### src/rtl/bus_hold_arbiter.sv
// bus_hold_arbiter: round-robin HOLD/HLDA arbiter for the 8088 local bus.
// The bus is handed back to the CPU between every two requester grants.
module bus_hold_arbiter #(
    parameter int NREQ       = 4,
    parameter int MAX_TENURE = 64,
    parameter int GAP_CYCLES = 2
) (
    input  logic                    CLK,
    input  logic                    RESET_N,
    input  logic [NREQ-1:0]         DREQ,
    input  logic                    HLDA,
    output logic                    HOLD,
    output logic [NREQ-1:0]         DACK,
    output logic [$clog2(NREQ)-1:0] OWNER,
    output logic                    PREEMPT,
    output logic                    ERR
);

    localparam int IW = $clog2(NREQ);
    localparam int CW = $clog2(MAX_TENURE + 1);
    localparam int GW = (GAP_CYCLES > 0) ? $clog2(GAP_CYCLES + 1) : 1;

    typedef enum logic [2:0] {
        IDLE,
        REQ,
        GRANT,
        DROP,
        WAITLO,
        GAP
    } state_t;

    state_t          state;
    state_t          state_n;
    logic [IW-1:0]   rr;
    logic [IW-1:0]   rr_n;
    logic [IW-1:0]   owner_n;
    logic [IW-1:0]   win;
    logic            win_vld;
    logic [CW-1:0]   cnt;
    logic [CW-1:0]   cnt_n;
    logic [GW-1:0]   gcnt;
    logic [GW-1:0]   gcnt_n;
    logic            hold_n;
    logic            preempt_n;
    logic            err_n;
    logic [NREQ-1:0] dack_n;

    // b is always below NREQ, so one conditional subtract wraps it
    function automatic logic [IW-1:0] wrap_add(
        input logic [IW-1:0] a,
        input int            b
    );
        int s;
        s = int'(a) + b;
        if (s >= NREQ) begin
            s = s - NREQ;
        end
        return IW'(s);
    endfunction

    // Scan downward so the last hit is the nearest bit at or above rr
    always_comb begin
        win     = rr;
        win_vld = 1'b0;
        for (int i = NREQ - 1; i >= 0; i--) begin
            if (DREQ[wrap_add(rr, i)]) begin
                win     = wrap_add(rr, i);
                win_vld = 1'b1;
            end
        end
    end

    always_comb begin
        state_n   = state;
        hold_n    = HOLD;
        dack_n    = DACK;
        owner_n   = OWNER;
        rr_n      = rr;
        cnt_n     = cnt;
        gcnt_n    = gcnt;
        preempt_n = 1'b0;
        err_n     = ERR;
        unique case (state)
            IDLE: begin
                if (|DREQ) begin
                    hold_n  = 1'b1;
                    state_n = REQ;
                end
            end
            REQ: begin
                if (HLDA) begin
                    if (win_vld) begin
                        dack_n  = NREQ'(1) << win;
                        owner_n = win;
                        cnt_n   = CW'(1);
                        state_n = GRANT;
                    end else begin
                        state_n = DROP;
                    end
                end
            end
            GRANT: begin
                // Losing HLDA mid-grant outranks release and expiry
                if (!HLDA) begin
                    dack_n  = '0;
                    err_n   = 1'b1;
                    hold_n  = 1'b0;
                    rr_n    = wrap_add(OWNER, 1);
                    state_n = WAITLO;
                end else if (!DREQ[OWNER]) begin
                    dack_n  = '0;
                    rr_n    = wrap_add(OWNER, 1);
                    state_n = DROP;
                end else if (cnt == CW'(MAX_TENURE)) begin
                    dack_n    = '0;
                    preempt_n = 1'b1;
                    rr_n      = wrap_add(OWNER, 1);
                    state_n   = DROP;
                end else begin
                    cnt_n = cnt + CW'(1);
                end
            end
            DROP: begin
                hold_n  = 1'b0;
                state_n = WAITLO;
            end
            WAITLO: begin
                if (!HLDA) begin
                    if (GAP_CYCLES == 0) begin
                        state_n = IDLE;
                    end else begin
                        gcnt_n  = GW'(GAP_CYCLES);
                        state_n = GAP;
                    end
                end
            end
            GAP: begin
                if (gcnt <= GW'(1)) begin
                    state_n = IDLE;
                end else begin
                    gcnt_n = gcnt - GW'(1);
                end
            end
            default: begin
                state_n = IDLE;
            end
        endcase
    end

    always_ff @(posedge CLK) begin
        if (!RESET_N) begin
            state   <= IDLE;
            HOLD    <= 1'b0;
            DACK    <= '0;
            OWNER   <= '0;
            PREEMPT <= 1'b0;
            ERR     <= 1'b0;
            rr      <= '0;
            cnt     <= '0;
            gcnt    <= '0;
        end else begin
            state   <= state_n;
            HOLD    <= hold_n;
            DACK    <= dack_n;
            OWNER   <= owner_n;
            PREEMPT <= preempt_n;
            ERR     <= err_n;
            rr      <= rr_n;
            cnt     <= cnt_n;
            gcnt    <= gcnt_n;
        end
    end

    a_onehot: assert property (
        @(posedge CLK) disable iff (!RESET_N)
        $onehot0(DACK)
    );

    a_dack_hold: assert property (
        @(posedge CLK) disable iff (!RESET_N)
        (DACK != '0) |-> (HOLD && state == GRANT)
    );

endmodule
### config.mk
export PLATFORM = sky130hd
export DESIGN_NAME = bus_hold_arbiter
export DESIGN_NICKNAME = d
export VERILOG_FILES = /design/src/rtl/bus_hold_arbiter.sv
export SDC_FILE = /design/constraint.sdc
export NUM_CORES = 1
export LEC_CHECK = 0
export ABC_AREA = 1
export BUFFER_PORTS_ARGS = -buffer_cell sky130_fd_sc_hd__buf_2
export CORE_MARGIN = 1
export CORE_UTILIZATION = 57
export DETAILED_ROUTE_END_ITERATION = 8
export PLACE_DENSITY = 0.82
export SYNTH_ARGS = -nofsm -noshare
export SYNTH_HDL_FRONTEND = slang
export SYNTH_SLANG_ARGS = --single-unit
### constraint.sdc
create_clock -name CLK -period 1.91 [get_ports CLK]
set_input_delay 0 -clock CLK [delete_from_list [all_inputs] [get_ports CLK]]
set_output_delay 0 -clock CLK [all_outputs]
set_load 0.03 [all_outputs]
Word-level counts from Yosys, hierarchy flattened
Cells that the tools add are included.

operators by class
  mux-type cells = 54
  reductions and logical operators = 14
  shift-type cells = 1
  equality and inequality tests = 18
  order comparisons = 11
  $add $sub $neg = 11
  bitwise logic cells = 1

operators by type and width
  operator                                                                      count
  7-bit two-way mux                                                             5
  2-bit two-way mux                                                             14
  3-bit two-way mux                                                             7
  4-bit two-way mux                                                             5
  2-bit != test, second input constant                                          10
  3-bit one-hot mux with 6 select lines                                         1
  2-bit by 3-bit less-than comparator with 1-bit output, second input constant  5
  7-bit one-hot mux with 2 select lines                                         1
  1-bit two-way mux                                                             13
  3-bit greater-or-equal comparator, second input constant                      4
  2-bit by 1-bit subtractor with 2-bit output, second input constant            6
  1-bit binary-select mux with 2-bit select                                     5
  3-bit AND reduction                                                           3
  4-bit one-hot mux with 2 select lines                                         1
  4-bit AND reduction                                                           2
  7-bit by 1-bit adder with 7-bit output, second input constant                 1
  7-bit equality test, second input constant                                    1
  2-bit by 1-bit adder with 3-bit output, second input constant                 2
  2-bit by 2-bit adder with 3-bit output, second input constant                 2
  3-bit by 2-bit equality test with 1-bit output, second input constant         2
  3-bit equality test, second input constant                                    2
  6-bit AND reduction                                                           1
  5-bit AND reduction                                                           1
  4-bit != test, second input constant                                          1
  13 further kinds                                                              15

storage, ports and cells
  output and inout port bits = 9
  logic and storage cells = 119
  bits in registers = 23
  input port bits = 7

Longest topological paths before layout
Gate-level depths: netlist (run 1).

  depth in word-level cells = 13
  gate-level depth with buffers = 14
  gate-level depth less buffers = 13

Least setup slack after synthesis (run 1)
OpenSTA, ideal clock, no wires.

  kind = reg-to-reg
  start = register OWNER[0]
  end = register cnt[3]
  period minus slack after synthesis = 1.571 ns
  library setup time = 0.122 ns
  required time = 1.788 ns
  path slack = 0.339 ns
  path buffers = 1
  cell stages (with the launch flop) = 10
  data arrival time = 1.449 ns
  cell sequence = dfxtp_1 -> buf_6 -> o211ai_1 -> nand2_1 -> nand2_1 -> nand2_2 -> nand3_4 -> nor2_2 -> nand2_1 -> nor3b_2

between the ends
  word-level cells in the longest chain between the ends = 4

ends and longest elaborated chain
  item                                       line  RTL
  start, declared                            14    output logic [$clog2(NREQ)-1:0] OWNER,
  start signal, assigned                     165   OWNER <= owner_n;
  1-bit binary-select mux with 2-bit select  110   end else if (!DREQ[OWNER]) begin
  1-bit two-way mux (not written as such)    110
  2-bit != test (no line)                    --
  6-bit AND reduction (no line)              --
  end signal, assigned                       169   cnt <= cnt_n;
  end, declared                              39    logic [CW-1:0] cnt;

Every way passes these cells. The select of a mux whose other input is x is not followed.
A chain may end at the register's enable or synchronous reset.

Worst setup path in the final report (run 1)
  start = register cnt[0]
  end = register cnt[3]

between the ends
  word-level cells in the longest chain between the ends = 5
  elaborated cells on any way between the ends = 8
  those cells by class = add/sub: 1; eq/ne: 2; mux: 4; reduce/logical: 1

ends and longest elaborated chain
  item                                    line  RTL
  7-bit by 1-bit adder with 7-bit output  120   cnt_n = cnt + CW'(1);
  7-bit two-way mux                       114   end else if (cnt == CW'(MAX_TENURE)) begin
  7-bit two-way mux                       110
  7-bit two-way mux                       104   if (!HLDA) begin
  7-bit one-hot mux with 2 select lines   83    unique case (state)

Parallel ways exist; a longest one is shown, timed or not. The select of a mux whose other input is x is not followed.

==> results of run 1 <==
-- cell type report --
class / count / area [um^2] / share of cell area (%)
Multi-Input combinational cell: 158 / 865 / 54.1
Sequential cell: 23 / 460 / 28.8
Inverter: 32 / 123 / 7.67
Timing Repair Buffer: 16 / 85.1 / 5.32
Tap cell: 30 / 37.5 / 2.35
Clock buffer: 3 / 22.5 / 1.41
Clock inverter: 1 / 5.00 / 0.313
-- registers in the layout (all words and copies together), names as in the netlist --
register	flops
HOLD	1
OWNER	2
state	3
DACK	4
ERR	1
cnt	7
PREEMPT	1
gcnt	2
rr	2
-- metal layers --
layer	GRT usage (%)	up-vias
met1	27.8	593
met2	39.2	45
met4	6.14	0
li1	-	735
met5	0	-
met3	3.16	8
-- logic make-up after synthesis --
kind of cell               synth area share, %
AOI/OAI and AO/OA                         11.7
xor gates and xnor gates                  2.97
adders and majority gates                 2.55
buffers and inverters                     10.1
DFF                                       31.2
and+or+nand+nor                           41.4
-- critical path, stage by stage, from the launching register on --
cell	delay, ns
dfxtp_1	0.39
inv_1	0.09
ha_1	0.21
nand4_1	0.14
nand2_1	0.10
nand2_2	0.12
nand3_4	0.15
nor2_2	0.13
nand2_1	0.05
nor3b_2	0.14
-- stage by stage --
| stage | instance area (um^2) | setup WS (ns) | power (W) | utilization [%] |
|---|---|---|---|---|
| after floorplan | 1470 | 0.339 | 0.00130 | - |
| after CTS | 1600 | 0.293 | 0.00166 | 65.1 |
| after global placement | 1560 | 0.328 | 0.00142 | 63.6 |
| final | 1600 | 0.289 | 0.00165 | 65.1 |
| after detailed placement | 1560 | 0.312 | 0.00144 | 63.6 |
| after global routing | 1600 | 0.0955 | 0.00179 | 65.1 |
-- worst paths after layout --
check	from	end	slack (ns)	cells after the start
worst max-delay path	cnt[0]$_SDFFE_PN0P_	cnt[3]$_SDFFE_PN0P_	0.29	9
worst min-delay path	HLDA	gcnt[1]$_SDFFE_PN0P_	0.05	4
worst max register to register	cnt[0]$_SDFFE_PN0P_	cnt[3]$_SDFFE_PN0P_	0.29	9
worst min register to register	HOLD$_SDFFE_PN0P_	HOLD$_SDFFE_PN0P_	0.46	2
-- Yosys cell counts (all sizes together) (3+ instances only) --
cell type  count  area (um^2)
a21oi         13         65.1
dfxtp         23          460
ha             3         37.5
inv           32          123
nand2         59          241
nand3         19          118
nand4          7         43.8
nor2          27          140
nor3           6         40.0
o21ai          9         52.6
xnor2          3         26.3
-- power breakdown --
part	switching, W	internal (W)	total (W)
Sequential	0.0000807	0.000558	0.000639
Combinational	0.000530	0.000263	0.000792
Clock	0.000144	0.0000783	0.000223
-- repair_timing --
| item | 4_1_cts | 5_1_grt |
|---|---|---|
| gates resized for setup | 0 | 0 |
| hold endpoints to repair | 5 | 0 |
| hold buffers | 1 | 0 |
==> results.md, run 1 <==
- Row cnt: 18
- Largest net degree at the start of global routing: 16
- CTS root buffer: clkbuf_4
- Dpl cells: 258
- DR WL met2: 1290 um
- Initial antenna violation count: 0
- Most common cell after layout, fill and taps aside: nand2_1
- Vias in the first global route: approximately 1200
- Most frequent cells in the layout: nand2_1, inv_1, dfxtp_1, nor2_1, nand3_1
- Main flop type after synthesis: dfxtp_1
- RSZ-0062 raised after global routing: no
- Core Region: between 2000 and 2500 um^2
- Fin crit period: 1.62 ns
- Setup-failing EPs final: 0
- Vias per cell: 5.25
- CP endpoint kind: register
- I/O Buffers: 15
- Clock latency at the later pin of the worst-skew pair: 0.31 ns
- Yosys warnings: 0
- FF+latch count, synth: 23
- Layout overhead on the synthesized area: 8.40%
- Met3 routed WL: 145 um
- Clock slew at reported path FFs: approximately 0.13 ns
- Avg WL per Cell: 10.8 um
- Slew Limit Fails: 0
- Initial Util: 60.0%
- Clock Path Buffers: 2
- FFs w/ async S/R, synth: 0%
- Final WL: 2840 um
- Placed wire-length estimate: 2200 um
- Drt first pass iters: 4
- H-tree depth: 1
- Setup Skew: roughly 0.0059 ns
- M1 WL: 1350 um
- Uppermost layer routed: met4
- Final Hold Fails: 0
- Crit path max fanout: 10
- Mapped Area: 1470 um^2
- Synth unique cells: 34
- CTS tree: built
- First-pass GRT wire length: ~4700 um
- Worst hold margin: 0.0474 ns
- Syn avg cell area: around 6.8 um^2
- Hold Crit Class: in -> reg
- Pwr/cell area: 1030 nW/um^2
- Syn Inst Count: 216
- Data arrival, critical path: about 1.8 ns
- GRT Total Usage: 22.2%
- Ports: 16
- Die extent in x: roughly 53 um
- Cell Count, Final, Fillers Out: 263
- Max-cap violations: 0
- Final-stage net count: 244
- Startpoint Class: register
- Rel. slew slack: 68.9%
- Share of layout cells above drive strength 1: 18.0%
- Final GP Congestion: 0.873
- Maximum VDD drop: between 0.8 and 0.9 mV
- Tcrit/Tclk final: 84.9%
- Actual slew at the worst max-slew pin: 0.466 ns
- ANT nets after route: 0
- Layout fillers: 218
- GR Overflow Total: 0
- Die Y: about 53 um
- Sequential share of the synthesized area: 31.2%
- Data required, critical path: 2.13 ns
- Crit Path Class: reg -> reg
- Leakage: 0.745 nW
- Max Freq: around 0.62 GHz
- EDFF count, synth: 0
- Syn_nets: 226
- DRC: 0
- Num CTS Buffers: 3
- Total die area: 2790 um^2
- Vias: 1381
- Post-CTS repair timing setup buffer count: 0
- Iteration-0 DRC Markers: 37
- Clock sinks: 23
- Setup TNS: 0 ns
- Status: complete, no violations
- Antenna diode count: 0
No activity file was read; power rests on OpenSTA's default activity.
==> run 2, diff against run 1 <==
==> constraint.sdc (replaced) <==
create_clock -name CLK -period 1.5 [get_ports CLK]
set_input_delay 0 -clock CLK [delete_from_list [all_inputs] [get_ports CLK]]
set_output_delay 0 -clock CLK [all_outputs]
set_load 0.03 [all_outputs]
==> results.md, run 2 (synthesis results as in run 1) <==
- Max-cap violations: 0 (unchanged)
- CTS tree: built
- Clock sinks: 23 (unchanged)
- Startpoint Class: register
- Row cnt: 18 (unchanged)
- Antenna diode count: 0 (unchanged)
- CP delay by family, top: simple AND/OR/NAND/NOR gates
- Final GP Congestion: 0.909 (+4.1%)
- Clock latency at the later pin of the worst-skew pair: 0.32 ns (about the same)
- Final WL: 3970 um (+40%)
- Int Power: 0.00139 W (+54%)
- Total die area: 2790 um^2 (unchanged)
- Initial antenna violation count: 0 (unchanged)
- Core Region: 2450 um^2 (unchanged)
- Vias: 1598 (+16%)
- Clock Power Share: 11.3% (-2.2 points)
- Most common cell after layout, fill and taps aside: nand2_1
- Most frequent cells in the layout: nand2_1, buf_4, inv_1, nor2_1, buf_2
- Drt first pass iters: 5 (+1)
- Hold Crit Class: in -> reg
- Worst R2R Path Depth: 10 (+1)
- Die extent in x: 52.9 um (unchanged)
- Status: complete, but fails checks
- I/O Buffers: 15 (unchanged)
- CTS root buffer: clkbuf_4
- Switching Share: 47.0% (+1.3 points)
- Clock slew at reported path FFs: 0.14 ns (about the same)
- Layout overhead on the synthesized area: 34.7%
- Largest registers: cnt: 7 flops, DACK: 4 flops, state: 3 flops
- Data arrival, critical path: 1.76 ns (-0.08 ns)
- Vias in the first global route: 1233 (+5.5%)
- Maximum VDD drop: 1.39 mV (+61%)
- Startpoint of the worst hold path: HLDA
- Switch Pwr: 0.00123 W (+63%)
- GR Overflow Total: 0 (unchanged)
- Pwr/cell area: 1320 nW/um^2 (+27%)
- R2r endpoint: DACK[0]$_SDFFE_PN0P_
- Tcrit/Tclk final: 104% (+19 points)
- Fin crit period: 1.56 ns (-0.0617 ns)
- Slowest cell on crit path: dfxtp_4
- Comb power frac: 55.9% (+8.0 points)
- CP endpoint kind: register
- CP Cell Sequence: inv_8, nand2_1, nand3_1, nand2_1, inv_1, nand4_1, nand3_2, nor2_1, nor2_1, nor2_1
- Top reg by flops: cnt
- Data required, critical path: 1.70 ns (-0.43 ns)
- First-pass GRT wire length: 5130 um (+10%)
- Setup Skew: 0.0109 ns (+0.00500 ns)
- Power after layout: 0.00262 W (+58%)
- Flop-to-flop setup slack: -0.06 ns (-0.35 ns)
- H-tree depth: 1 (unchanged)
- Crit path max fanout: 8 (-2)
- Max incr delay on CP: 0.41 ns (+0.02 ns)
- Crit path buffers/inverters: 2 (+1)
- Rel. slew slack: 61.5% (-7.4 points)
- Initial Util: 60.0% (unchanged)
- Vias per cell: 5.65 (+7.5%)
- Actual slew at the worst max-slew pin: 0.577 ns (+0.111 ns)
- Leakage: 0.877 nW (+18%)
- Final Hold Fails: 0 (unchanged)
- Final-stage net count: 264 (+8.2%)
- Share of layout cells above drive strength 1: 46.6% (+29 points)
- RSZ-0062 raised after global routing: yes
- DRC: 0 (unchanged)
- Avg WL per Cell: 14.0 um (+30%)
- Slew Limit Fails: 0 (unchanged)
- Clock Path Buffers: 2 (unchanged)
- Ports: 16 (unchanged)
- GRT Total Usage: 25.1% (+2.9 points)
- Placed wire-length estimate: 2320 um (+5.2%)
- Flip-flop count of the largest register after layout: 7 (unchanged)
- Crit Path Class: reg -> reg
- ANT nets after route: 0 (unchanged)
- Setup TNS: -0.0708 ns (-0.0708 ns)
- Num CTS Buffers: 3 (unchanged)
- Iteration-0 DRC Markers: 72 (+95%)
- Max Freq: 0.641 GHz (+4.0%)
- Largest net degree at the start of global routing: 16 (unchanged)
- Violated checks: negative setup slack
- CP most frequent cell: nor2_1
- Reg-to-reg startpoint: rr[0]$_SDFFE_PN0P_
- Setup slack after layout: -0.0596 ns (-0.348 ns)
- Hold depth: 4 (unchanged)
- Hold EP: gcnt[1]$_SDFFE_PN0P_
- Seq pwr share: 32.8% (-5.8 points)
- Die Y: 52.9 um (unchanged)
- Setup-failing EPs final: 2 (+2)
- Worst hold margin: 0.0458 ns (-0.00158 ns)
run 2: changes by cell type in the layout (fill, tap and decap cells not counted), sizes merged:
cell	delta
buf	+19
nand3	+1
run 2: tightest hold or removal path, cell delays in order:
cell and delay, ns:
buf_2 0.09, nand2_1 0.07, o21ai_2 0.09, a211oi_1 0.07
run 2: how the worst max path moves through the flow:
stage,start,to,slack (ns),cells past startpoint
floorplan,OWNER[0]$_SDFFE_PN0P_,cnt[3]$_SDFFE_PN0P_,0.03,10
CTS,cnt[0]$_SDFFE_PN0P_,cnt[3]$_SDFFE_PN0P_,0.007,9
detailed placement,rr[0]$_SDFFE_PN0P_,DACK[2]$_SDFFE_PN0P_,-0.02,13
finish,rr[0]$_SDFFE_PN0P_,DACK[0]$_SDFFE_PN0P_,-0.06,10
global placement,rr[0]$_SDFFE_PN0P_,DACK[2]$_SDFFE_PN0P_,-0.008,13
global route,rr[1]$_SDFFE_PN0P_,DACK[0]$_SDFFE_PN0P_,-0.15,12
run 2: metrics by stage:
stage	instances	worst slack, ns	area (um^2)	util [%]
finish	283	-0.0596	1990	80.9
global route	283	-0.154	1990	80.9
CTS	274	0.00720	1700	69.1
detailed placement	268	-0.0222	1640	66.7
global placement	268	-0.00832	1640	66.7
floorplan	216	0.0307	1480	-
run 2: metal layers:
metal | global-route usage (%) | wire length (um) | share of wire (%) | vias up
li1 | - | - | - | 779
met5 | 0 | 0 | 0 | -
met1 | 32.4 | 1740 | 44 | 738
met2 | 41.1 | 1920 | 48 | 75
met4 | 10.5 | 61 | 1.5 | 0
met3 | 3.74 | 251 | 6.3 | 6
run 2: timing repair:
item | in CTS | in global routing
setup endpoints to repair | 7 | 19
hold endpoints to repair | 6 | 0
pin swaps | 1 | 32
gates resized for setup | 3 | 76
cloned | 1 | 0
hold buffers | 1 | 0
setup buffers | 0 | 9
run 2: layout make-up:
cell class,count,area [um^2]
well taps,30,37.5
fillers,159,469
clock buffers,3,22.5
inverters,32,138
repair buffers,35,228
flip-flops and latches,23,482
clock inverters,1,5.00
multi-input cells,159,1070
run 2: power by group through the flow:
stage / sequential, W / combinational (W) / clock (W)
CTS: 0.000808 / 0.00110 / 0.000301
floorplan: 0.000872 / 0.000781 / 0
global route: 0.000875 / 0.00158 / 0.000327
global placement: 0.000816 / 0.00106 / 0
finish: 0.000857 / 0.00146 / 0.000296
detailed placement: 0.000818 / 0.00107 / 0
==> run 3, diff against run 2 <==
--- a/config.mk
+++ b/config.mk
@@ -5,12 +5,11 @@
 export SDC_FILE = /design/constraint.sdc
 export NUM_CORES = 1
 export LEC_CHECK = 0
-export ABC_AREA = 1
 export BUFFER_PORTS_ARGS = -buffer_cell sky130_fd_sc_hd__buf_2
 export CORE_MARGIN = 1
-export CORE_UTILIZATION = 57
+export CORE_UTILIZATION = 56
 export DETAILED_ROUTE_END_ITERATION = 8
-export PLACE_DENSITY = 0.82
+export PLACE_DENSITY = 0.81
 export SYNTH_ARGS = -nofsm -noshare
 export SYNTH_HDL_FRONTEND = slang
 export SYNTH_SLANG_ARGS = --single-unit
==> results.md, run 3 <==
- Pwr/cell area: 984 nW/um^2 (-25%)
- Cell Count, Final, Fillers Out: 216 (-24%)
- Data arrival, critical path: 1.89 ns (+0.13 ns)
- Share of the synthesized area in the top cell type: 36.1% (+4.9 points)
- Mux contribution to synthesized area: 4.13% (+4.1 points)
- Max-cap violations: 0 (unchanged)
- Dpl cells: 208 (-22%)
- Layout overhead on the synthesized area: 28.6%
- CP delay by family, top: multiplexers
- GR Overflow Total: 0 (unchanged)
- ANT nets after route: 0 (unchanged)
- Final Hold Fails: 0 (unchanged)
- Ranking of synthesized cells by area: dfxtp_1, nor2_1, a21oi_1, xnor2_1, inv_1
- H-tree depth: 1 (unchanged)
- Initial antenna violation count: 0 (unchanged)
- Clock slew at reported path FFs: 0.13 ns (about the same)
- FF+latch count, synth: 23 (unchanged)
- FFs w/ async S/R, synth: 0% (unchanged)
- Violated checks: negative setup slack
- Switching Share: 35.9% (-11 points)
- DRC: 0 (unchanged)
- Max incr delay on CP: 0.37 ns (-0.04 ns)
- Flip-flop count of the largest register after layout: 7 (unchanged)
- Post-Synth Simple-Gate Area: 22.6% (-19 points)
- Synth unique cells: 38 (+12%)
- Clock sinks: 23 (unchanged)
- Crit path buffers/inverters: 1 (-1)
- Crit Path Class: reg -> reg
- Final WL: 3360 um (-15%)
- Slew Limit Fails: 0 (unchanged)
- Combinational family with the most area after synthesis: compound AO/OA/AOI/OAI gates
- Final-stage net count: 200 (-24%)
- Fin crit period: 1.67 ns (+0.113 ns)
- Rel. slew slack: 72.1% (+11 points)
- Antenna diode count: 0 (unchanged)
- Setup-failing EPs final: 15 (+13)
- Vias in the first global route: 1274 (+3.3%)
- Comb power frac: 38.3% (-18 points)
- Synth Area in XOR/XNOR: 4.13% (+1.2 points)
- GRT Total Usage: 29.1% (+4.0 points)
- Largest area contributor in the netlist: dfxtp_1
- CTS root buffer: clkbuf_4
- Crit path max fanout: 4 (-4)
- Max Freq: 0.598 GHz (-6.7%)
- Switch Pwr: 0.000579 W (-53%)
- Largest net degree at the start of global routing: 13 (-3)
- Syn_nets: 161 (-29%)
- Total die area: 2470 um^2 (-12%)
- Data required, critical path: 1.72 ns (+0.02 ns)
- CP Cell Sequence: mux4_2, o41ai_4, buf_4, a22oi_2, mux2i_1, nor2_1
- CTS Hold Buffers Added: 0 (-1)
- Slowest cell on crit path: dfxtp_4
- Die extent in x: 49.7 um (-6.0%)
- Yosys warnings: 0 (unchanged)
- Share of layout cells above drive strength 1: 33.9% (-13 points)
- Layout fillers: 142 (-11%)
- Most common cell in the netlist: dfxtp_1
- Clock Path Buffers: 2 (unchanged)
- Setup TNS: -1.68 ns (-1.60 ns)
- Die Y: 49.7 um (-6.0%)
- Ports: 16 (unchanged)
- Seq pwr share: 43.4% (+11 points)
- Tcrit/Tclk final: 111% (+7.5 points)
- Startpoint Class: register
- Row cnt: 16 (-2)
- Final GP Congestion: 0.869 (-4.4%)
- Sequential share of the synthesized area: 36.1% (+4.9 points)
- Compound-gate portion of the synthesized area: 23.9% (+12 points)
- Status: complete, but fails checks
- Most common cell after layout, fill and taps aside: buf_4
- RSZ-0062 raised after global routing: yes
- Setup slack after layout: -0.172 ns (-0.113 ns)
- Iteration-0 DRC Markers: 54 (-25%)
- Most frequent cells in the layout: buf_4, nor2_1, dfxtp_1, buf_2, inv_1
- Num CTS Buffers: 3 (unchanged)
- Clock latency at the later pin of the worst-skew pair: 0.32 ns (about the same)
- Setup Skew: 0.00758 ns (-0.00336 ns)
- Placed wire-length estimate: 2210 um (-4.7%)
- Avg WL per Cell: 15.6 um (+11%)
- CTS tree: built
- Leakage: 0.650 nW (-26%)
- Main flop type after synthesis: dfxtp_1
- Vias per cell: 6.01 (+6.5%)
- Mapped Area: 1270 um^2 (-14%)
- Initial Util: 62.4% (+2.3 points)
- I/O Buffers: 15 (unchanged)
- Syn avg cell area: 8.44 um^2 (+24%)
- CP endpoint kind: register
- Actual slew at the worst max-slew pin: 0.418 ns (-0.159 ns)
- Int Power: 0.00103 W (-26%)
- Maximum VDD drop: 0.785 mV (-44%)
- Vias: 1299 (-19%)
- EDFF count, synth: 0 (unchanged)
- Hold Crit Class: in -> reg
- First-pass GRT wire length: 5520 um (+7.5%)
- Top reg by flops: cnt
- Syn Inst Count: 151 (-30%)
- Drt first pass iters: 4 (-1)
- Synth cell count leaders: dfxtp_1, nor2_1, a21oi_1, inv_1, nand2_1
- Adder-Cell Fraction of Synth Area: 2.95% (+0.40 points)
- Clock Power Share: 18.3% (+7.0 points)
- Largest registers: cnt: 7 flops, DACK: 4 flops, state: 3 flops
- Core Region: 2040 um^2 (-17%)
run 3: cell types whose count changed after synthesis, moves of 3 or more:
cell,previous run,this run
clkbuf_1,1,4
o32ai_1,0,3
a221oi_1,0,4
xnor2_1,3,6
inv_1,27,11
buf_4,0,3
nand2_1,55,9
nand3_1,16,6
nor2_2,3,0
inv_2,4,0
mux2i_1,0,3
o22ai_1,0,6
nand4_1,7,2
run 3: cell families (layout without fill, tap and decap cells):
logic type / after synthesis / in the layout
adder cells (fa/ha/maj): 3 / 3
multiplexers: 4 / 4
AND/OR/NAND/NOR: 56 / 56
buffers and inverters: 18 / 56
XOR/XNOR: 6 / 6
flip-flops: 23 / 23
AO/OA/AOI/OAI: 41 / 41
run 3: final timing paths:
path	from	endpoint	slack [ns]	depth (start not counted)
setup / recovery	OWNER[1]$_SDFFE_PN0P_	cnt[1]$_SDFFE_PN0P_	-0.17	6
hold / removal	RESET_N	state[0]$_SDFFE_PN0P_	0.02	3
setup reg to reg	OWNER[1]$_SDFFE_PN0P_	cnt[1]$_SDFFE_PN0P_	-0.17	6
hold reg to reg	DACK[3]$_SDFFE_PN0P_	DACK[3]$_SDFFE_PN0P_	0.49	2
run 3: stage by stage:
step / instance area [um^2] / worst slack, ns / hold WS, ns / total power, W / utilization, %
floorplan: 1280 / -0.0957 / 0.150 / 0.00108 / -
global placement: 1520 / -0.0944 / 0.321 / 0.00123 / 74.2
detailed placement: 1520 / -0.205 / 0.351 / 0.00125 / 74.2
CTS: 1590 / -0.146 / 0.0105 / 0.00157 / 77.7
global route: 1640 / -0.220 / 0.0204 / 0.00170 / 80.2
finish: 1640 / -0.172 / 0.0183 / 0.00161 / 80.2
run 3: power groups by stage:
stage	clock network [W]	registers (W)	logic, W
after floorplan	0	0.000736	0.000346
after global placement	0	0.000703	0.000526
after detailed placement	0	0.000707	0.000543
after CTS	0.000295	0.000695	0.000575
after global routing	0.000324	0.000702	0.000675
final	0.000295	0.000699	0.000618
run 3: timing repair:
action / 4_1_cts / 5_1_grt
hold endpoints to repair: 0 / 0
endpoints found under the setup margin: 15 / 17
pin swaps: 8 / 6
gates resized for setup: 7 / 8
buffers inserted: 1 / 4
run 3: layout make-up:
| type | count | area [um^2] | share of cell area (%) |
|---|---|---|---|
| Multi-Input combinational cell | 110 | 795 | 48.5 |
| Sequential cell | 23 | 468 | 28.6 |
| Timing Repair Buffer | 41 | 274 | 16.7 |
| Inverter | 11 | 41.3 | 2.52 |
| Tap cell | 27 | 33.8 | 2.06 |
| Clock buffer | 4 | 26.3 | 1.60 |
run 3: routing by layer:
layer  GRT usage, %  vias up  part of all wire (%)
li1               -      628                     -
met1           33.9      614                    42
met2           51.6       49                    52
met3           4.94        8                   3.8
met4           12.9        0                   1.9
met5              0        -                     0
run 3: worst register-to-register path: cells and delay by family, from the launching register on:
kind                   cells  cell delay [ns]
DFF                        1             0.37
AOI/OAI and AO/OA          2             0.37
muxes                      2             0.63
and+or+nand+nor            1             0.06
buffers and inverters      1             0.15
